<file path="config.mk">
export PLATFORM = sky130hd
export DESIGN_NAME = rs_station
export DESIGN_NICKNAME = d
export VERILOG_FILES = /design/src/rtl/rs_station.sv
export SDC_FILE = /design/constraint.sdc
export NUM_CORES = 2
export LEC_CHECK = 0
export BUFFER_PORTS_ARGS = -buffer_cell sky130_fd_sc_hd__buf_2
export CAP_MARGIN = 10
export CORE_UTILIZATION = 66
export CTS_CLUSTER_DIAMETER = 150
export DETAILED_ROUTE_END_ITERATION = 8
export PLACE_DENSITY = 0.86
export SLEW_MARGIN = 20
export SYNTH_ARGS = -nofsm -noshare
export SYNTH_HDL_FRONTEND = slang
export SYNTH_SLANG_ARGS = --single-unit
</file>
<file path="constraint.sdc">
create_clock -name clk -period 23.3 [get_ports clk]
set_clock_uncertainty 0.15 [all_clocks]
set_input_delay 2.33 -clock clk [delete_from_list [all_inputs] [get_ports clk]]
set_output_delay 2.33 -clock clk [all_outputs]
set_load 0.02 [all_outputs]
</file>
<file path="src/rtl/rs_station.sv">
// rs_station: reservation station that buffers issued ALU/branch ops until
// both operands are valid. It snoops the CDB for operand values and
// dispatches one ready op per cycle to the ALU, choosing the lowest-index
// ready slot first.
module rs_station #(
  parameter int RS_DEPTH = 8,
  parameter int IDX_W    = 3,
  parameter int DATA_W   = 32,
  parameter int TAG_W    = 4,
  parameter int OP_W     = 6
) (
  input  logic              clk,
  input  logic              rst,
  input  logic              in_rollback,
  input  logic              in_issue_ena,
  input  logic [OP_W-1:0]   in_op,
  input  logic [DATA_W-1:0] in_imm,
  input  logic [DATA_W-1:0] in_operand1,
  input  logic [DATA_W-1:0] in_operand2,
  input  logic [TAG_W-1:0]  in_tag1,
  input  logic [TAG_W-1:0]  in_tag2,
  input  logic [DATA_W-1:0] in_current_pc,
  input  logic [TAG_W-1:0]  in_dest_tag,
  input  logic              in_predicted_taken,
  output logic              out_full,
  input  logic              in_cdb_valid,
  input  logic [TAG_W-1:0]  in_cdb_tag,
  input  logic [DATA_W-1:0] in_cdb_value,
  output logic              out_alu_ena,
  output logic [OP_W-1:0]   out_alu_op,
  output logic [DATA_W-1:0] out_alu_operand1,
  output logic [DATA_W-1:0] out_alu_operand2,
  output logic [DATA_W-1:0] out_alu_imm,
  output logic [DATA_W-1:0] out_alu_pc,
  output logic [TAG_W-1:0]  out_alu_dest_tag,
  output logic              out_alu_predicted_taken
);

  logic [RS_DEPTH-1:0] busy;
  logic [OP_W-1:0]     slot_op   [RS_DEPTH];
  logic [DATA_W-1:0]   slot_imm  [RS_DEPTH];
  logic [DATA_W-1:0]   slot_opd1 [RS_DEPTH];
  logic [DATA_W-1:0]   slot_opd2 [RS_DEPTH];
  logic [TAG_W-1:0]    slot_tag1 [RS_DEPTH];
  logic [TAG_W-1:0]    slot_tag2 [RS_DEPTH];
  logic [DATA_W-1:0]   slot_pc   [RS_DEPTH];
  logic [TAG_W-1:0]    slot_dest [RS_DEPTH];
  logic [RS_DEPTH-1:0] slot_pred;

  logic [RS_DEPTH-1:0] ready;
  logic                have_ready;
  logic                have_free;
  logic [IDX_W-1:0]    sel_idx;
  logic [IDX_W-1:0]    free_idx;
  logic                do_issue;
  logic                do_dispatch;
  logic [DATA_W-1:0]   issue_opd1;
  logic [DATA_W-1:0]   issue_opd2;
  logic [TAG_W-1:0]    issue_tag1;
  logic [TAG_W-1:0]    issue_tag2;

  assign out_full    = &busy;
  assign do_issue    = in_issue_ena && have_free && !in_rollback;
  assign do_dispatch = have_ready && !in_rollback;

  // Ready vector from registered state only; a same-edge CDB capture is seen next cycle
  always_comb begin
    ready = '0;
    for (int i = 0; i < RS_DEPTH; i++) begin
      ready[i] = busy[i] && (slot_tag1[i] == '0) && (slot_tag2[i] == '0);
    end
  end

  // Lowest-index ready slot for dispatch and lowest-index free slot for issue
  always_comb begin
    have_ready = 1'b0;
    sel_idx    = '0;
    have_free  = 1'b0;
    free_idx   = '0;
    for (int i = RS_DEPTH - 1; i >= 0; i--) begin
      if (ready[i]) begin
        have_ready = 1'b1;
        sel_idx    = IDX_W'(i);
      end
      if (!busy[i]) begin
        have_free = 1'b1;
        free_idx  = IDX_W'(i);
      end
    end
  end

  // Issue-time bypass: a CDB broadcast on the issue edge satisfies the operand directly
  always_comb begin
    issue_opd1 = in_operand1;
    issue_tag1 = in_tag1;
    issue_opd2 = in_operand2;
    issue_tag2 = in_tag2;
    if (in_cdb_valid && (in_tag1 != '0) && (in_tag1 == in_cdb_tag)) begin
      issue_opd1 = in_cdb_value;
      issue_tag1 = '0;
    end
    if (in_cdb_valid && (in_tag2 != '0) && (in_tag2 == in_cdb_tag)) begin
      issue_opd2 = in_cdb_value;
      issue_tag2 = '0;
    end
  end

  // Busy bits: rollback flushes everything; dispatch frees a slot, issue claims another
  always_ff @(posedge clk or posedge rst) begin
    if (rst) begin
      busy <= '0;
    end else if (in_rollback) begin
      busy <= '0;
    end else begin
      if (do_dispatch) busy[sel_idx] <= 1'b0;
      if (do_issue) busy[free_idx] <= 1'b1;
    end
  end

  // Slot payload: written on issue, operands captured from the CDB while waiting
  always_ff @(posedge clk) begin
    for (int i = 0; i < RS_DEPTH; i++) begin
      if (do_issue && (free_idx == IDX_W'(i))) begin
        slot_op[i]   <= in_op;
        slot_imm[i]  <= in_imm;
        slot_opd1[i] <= issue_opd1;
        slot_opd2[i] <= issue_opd2;
        slot_tag1[i] <= issue_tag1;
        slot_tag2[i] <= issue_tag2;
        slot_pc[i]   <= in_current_pc;
        slot_dest[i] <= in_dest_tag;
        slot_pred[i] <= in_predicted_taken;
      end else if (busy[i] && in_cdb_valid) begin
        if ((slot_tag1[i] != '0) && (slot_tag1[i] == in_cdb_tag)) begin
          slot_opd1[i] <= in_cdb_value;
          slot_tag1[i] <= '0;
        end
        if ((slot_tag2[i] != '0) && (slot_tag2[i] == in_cdb_tag)) begin
          slot_opd2[i] <= in_cdb_value;
          slot_tag2[i] <= '0;
        end
      end
    end
  end

  // Dispatch register: pulses ena for one cycle, payload holds when nothing dispatches
  always_ff @(posedge clk or posedge rst) begin
    if (rst) begin
      out_alu_ena             <= 1'b0;
      out_alu_op              <= '0;
      out_alu_operand1        <= '0;
      out_alu_operand2        <= '0;
      out_alu_imm             <= '0;
      out_alu_pc              <= '0;
      out_alu_dest_tag        <= '0;
      out_alu_predicted_taken <= 1'b0;
    end else if (do_dispatch) begin
      out_alu_ena             <= 1'b1;
      out_alu_op              <= slot_op[sel_idx];
      out_alu_operand1        <= slot_opd1[sel_idx];
      out_alu_operand2        <= slot_opd2[sel_idx];
      out_alu_imm             <= slot_imm[sel_idx];
      out_alu_pc              <= slot_pc[sel_idx];
      out_alu_dest_tag        <= slot_dest[sel_idx];
      out_alu_predicted_taken <= slot_pred[sel_idx];
    end else begin
      out_alu_ena <= 1'b0;
    end
  end

endmodule

</file>
==> summary.md <==
| Metric | Value |
|---|---|
| Final setup TNS | 0 ps |
| Slew headroom | 15.0% |
| Seq. cell area | 38900 um2 |
| FILL cells | 4969 |
| Critical path data required time | 23790 ps |
| Skew-Pair Late Insertion Delay | 780 ps |
| CTS resizes | 0 |
| DPL Wire Length | 92800 um |
| Switch Pwr | 1.12 mW |
| Syn avg cell area | 14.9 um2 |
| Number of global-route vias before repair | 40000 |
| Yosys reg bits | 1324 |
| Reg power frac | 51.9% |
| GPL Wtd Cong | 0.972 |
| Commonest non-fill, non-tap cell in the layout | edfxtp_1 |
| Initial antenna violation count | 51 |
| CP most frequent cell | buf_4 |
| Worst min path class | flip-flop to flip-flop |
| Synth Net Count | 4053 |
| Arrival @ worst endpoint | 6540 ps |
| Post-synthesis cell type count | 56 |
| Tot GR Track Use | 39.5% |
| CP cell instances | nor3b_1 > and3_4 > nor4_4 > buf_4 > buf_4 > and2_4 > buf_4 > a222oi_1 > o211ai_1 |
| VDD IR max | 0.0726 mV |
| Final WS setup | 17250 ps |
| Top_reg_cell synth | edfxtp_1 |
| Fmax | 0.165 GHz |
| Leak | 21.7 nW |
| Tmin final | 6050 ps |
| CTS tree | done |
| Cell internal pwr | 3.97 mW |
| Number of core rows | 107 |
| RSZ-0062 raised after global routing | no |
| Post-synth EDFFs | 1168 |
| Critical Path End Type | flip-flop |
| Vias | 39600 |
| DRC viols | 0 |
| Dpl ws | 17590 ps |
| Core ar. | 85700 um2 |
| Pwr dens | 79.2 nW/um2 |
| Clock network power share | 43.3% |
| Max FO, Critical Path | 97 |
| Wire per inst | 33.0 um |
| Clock sinks | 1324 |
| Clk slew on worst S/H paths | 70 ps |
| Slowest stage delay, CP | 1060 ps |
| DRT Wirelength | 176000 um |
| Final hold viol count | 0 |
| Area of the multi-input gates | 17000 um2 |
| Worst Tran Pin Value | 1280 ps |
| Syn-to-layout area delta | 11.9% |
| Die Width | 297 um |
| CTS Buffer Depth | 3 |
| Post-synth design cell area | 57400 um2 |
| Layout cells sized above 1 | 28.4% |
| Vias per inst | 7.44 |
| Cells after Synth | 3865 |
| Sw Share | 22.0% |
| Grt total ovfl | 0 |
| Pin count of the biggest net entering global routing | 179 |
| Outcome | finished clean |
| Die extent in y | 297 um |
| Initial DRC Count | 7027 |
| Worst hold margin | 341 ps |
| Final setup fails | 0 |
| DR pass1 iterations | 9 |
| Starting Density | 67.0% |
| Crit path kind | flip-flop to flip-flop |
| Highest-count cells in the layout ignoring fill and taps | 1168 x edfxtp_1, 493 x mux2_2, 327 x buf_2 |
| Ports | 329 |
| CTS Buf Count | 134 |
| Fin area | 64200 um2 |
| Root buffer cell | clkbuf_16 |
| Number of nets in the layout | 4236 |
| Yosys warns | 0 |
| Die area | 88200 um2 |
| Tcrit/Tclk final | 26.0% |
| Slowest CP cell | buf_4 |
| First-pass GRT wire length | 256000 um |
| Pins over their slew limit | 0 |
| Post-CTS Setup Repair Bufs | 0 |
| DP Area | 59600 um2 |
| Hold_buf cts | 0 |
| MaxCap Viol Count | 0 |
| FFs w/ async S/R, synth | 11.2% |
| CTS H-tree lvls | 4 |
| Post-route ant nets | 0 |
| IO buf count | 328 |
| Seq/Total Area, Yosys | 67.8% |
| CP startpoint kind | flip-flop |
| Logic pwr share | 4.7% |
worst max-delay path, delay by kind of cell (launching register included):
family,cells,cell delay (ps)
flops,1,500
simple gates,4,1670
compound gates,2,720
buf+inv,3,2700
cell families after synthesis:
group	count (synthesis)	synth area share, %
buf+inv	364	3.02
compound gates	885	11.8
simple gates	720	6.39
mux	516	10.1
flops	1324	67.8
xor+xnor	56	0.854
sequential cells by signal, indices dropped and copies added (netlist names):
signal                   cells
busy                         8
out_alu_dest_tag             4
out_alu_ena                  1
out_alu_imm                 32
out_alu_op                   6
out_alu_operand1            32
out_alu_operand2            32
out_alu_pc                  32
out_alu_predicted_taken      1
slot_dest                   32
slot_imm                   256
slot_op                     48
slot_opd1                  256
slot_opd2                  256
slot_pc                    256
slot_pred                    8
slot_tag1                   32
slot_tag2                   32
per-layer routing:
metal | wire (um) | GRT usage [%]
met3 | 25800 | 12.1
met1 | 57300 | 48.7
met4 | 10100 | 23.4
met5 | 252 | 0
met2 | 82600 | 61.7
synth_stat cells, drive strengths merged (13+ instances only):
| cell | instances | share of area, % |
|---|---|---|
| edfxtp | 1168 | 61 |
| mux2 | 512 | 10 |
| a21oi | 297 | 2.6 |
| o211ai | 282 | 3.9 |
| clkbuf | 205 | 1.3 |
| nand3 | 196 | 1.7 |
| and3 | 183 | 2.0 |
| a32o | 177 | 3.1 |
| nand2 | 170 | 1.1 |
| buf | 149 | 1.6 |
| dfrtp | 148 | 6.4 |
| a222oi | 101 | 1.8 |
| nor2 | 83 | 0.54 |
| nor3 | 31 | 0.27 |
| xor2 | 29 | 0.44 |
| xnor2 | 27 | 0.41 |
| or2 | 13 | 0.14 |
final timing paths:
kind                                                   start                              end  slack, ps  cells past startpoint
max in group asynchronous                                rst  out_alu_operand1[3]$_DFFE_PP0N_      19820                      3
min in group asynchronous                                rst        out_alu_pc[0]$_DFFE_PP0N_       1570                      2
worst min-delay path            slot_tag2[1][3]$_SDFFE_PP0P_     slot_tag2[1][3]$_SDFFE_PP0P_        340                      2
worst max-delay path                       busy[0]$_DFF_PP0_        out_alu_pc[1]$_DFFE_PP0N_      17250                      9
worst min register to register  slot_tag2[1][3]$_SDFFE_PP0P_     slot_tag2[1][3]$_SDFFE_PP0P_        340                      2
worst max register to register             busy[0]$_DFF_PP0_        out_alu_pc[1]$_DFFE_PP0N_      17250                      9
power by group through the flow:
| stage | Sequential [mW] | Clock, mW | Combinational [mW] |
|---|---|---|---|
| after floorplan | 2.70 | 0 | 0.113 |
| after global placement | 2.69 | 0 | 0.222 |
| after detailed placement | 2.69 | 0 | 0.232 |
| after CTS | 2.64 | 2.20 | 0.235 |
| after global routing | 2.64 | 2.29 | 0.252 |
| final | 2.64 | 2.20 | 0.241 |
cell type report:
| type | count | share of cell area [%] |
|---|---|---|
| Clock buffer | 183 | 5.73 |
| Antenna cell | 31 | 0.121 |
| Sequential cell | 1324 | 60.6 |
| Inverter | 10 | 0.0896 |
| Tap cell | 1144 | 2.23 |
| Timing Repair Buffer | 401 | 3.49 |
| Clock inverter | 61 | 1.29 |
| Multi-Input combinational cell | 2177 | 26.5 |
metrics by stage:
stage / util [%] / total power [mW] / instances
6_report: 75.0 / 5.09 / 5331
5_1_grt: 74.9 / 5.18 / 5318
4_1_cts: 74.9 / 5.07 / 5300
3_5_place_dp: 69.6 / 2.92 / 5056
3_3_place_gp: 69.6 / 2.91 / 5054
2_1_floorplan: - / 2.81 / 3865
(Power assumes the default switching activity.)
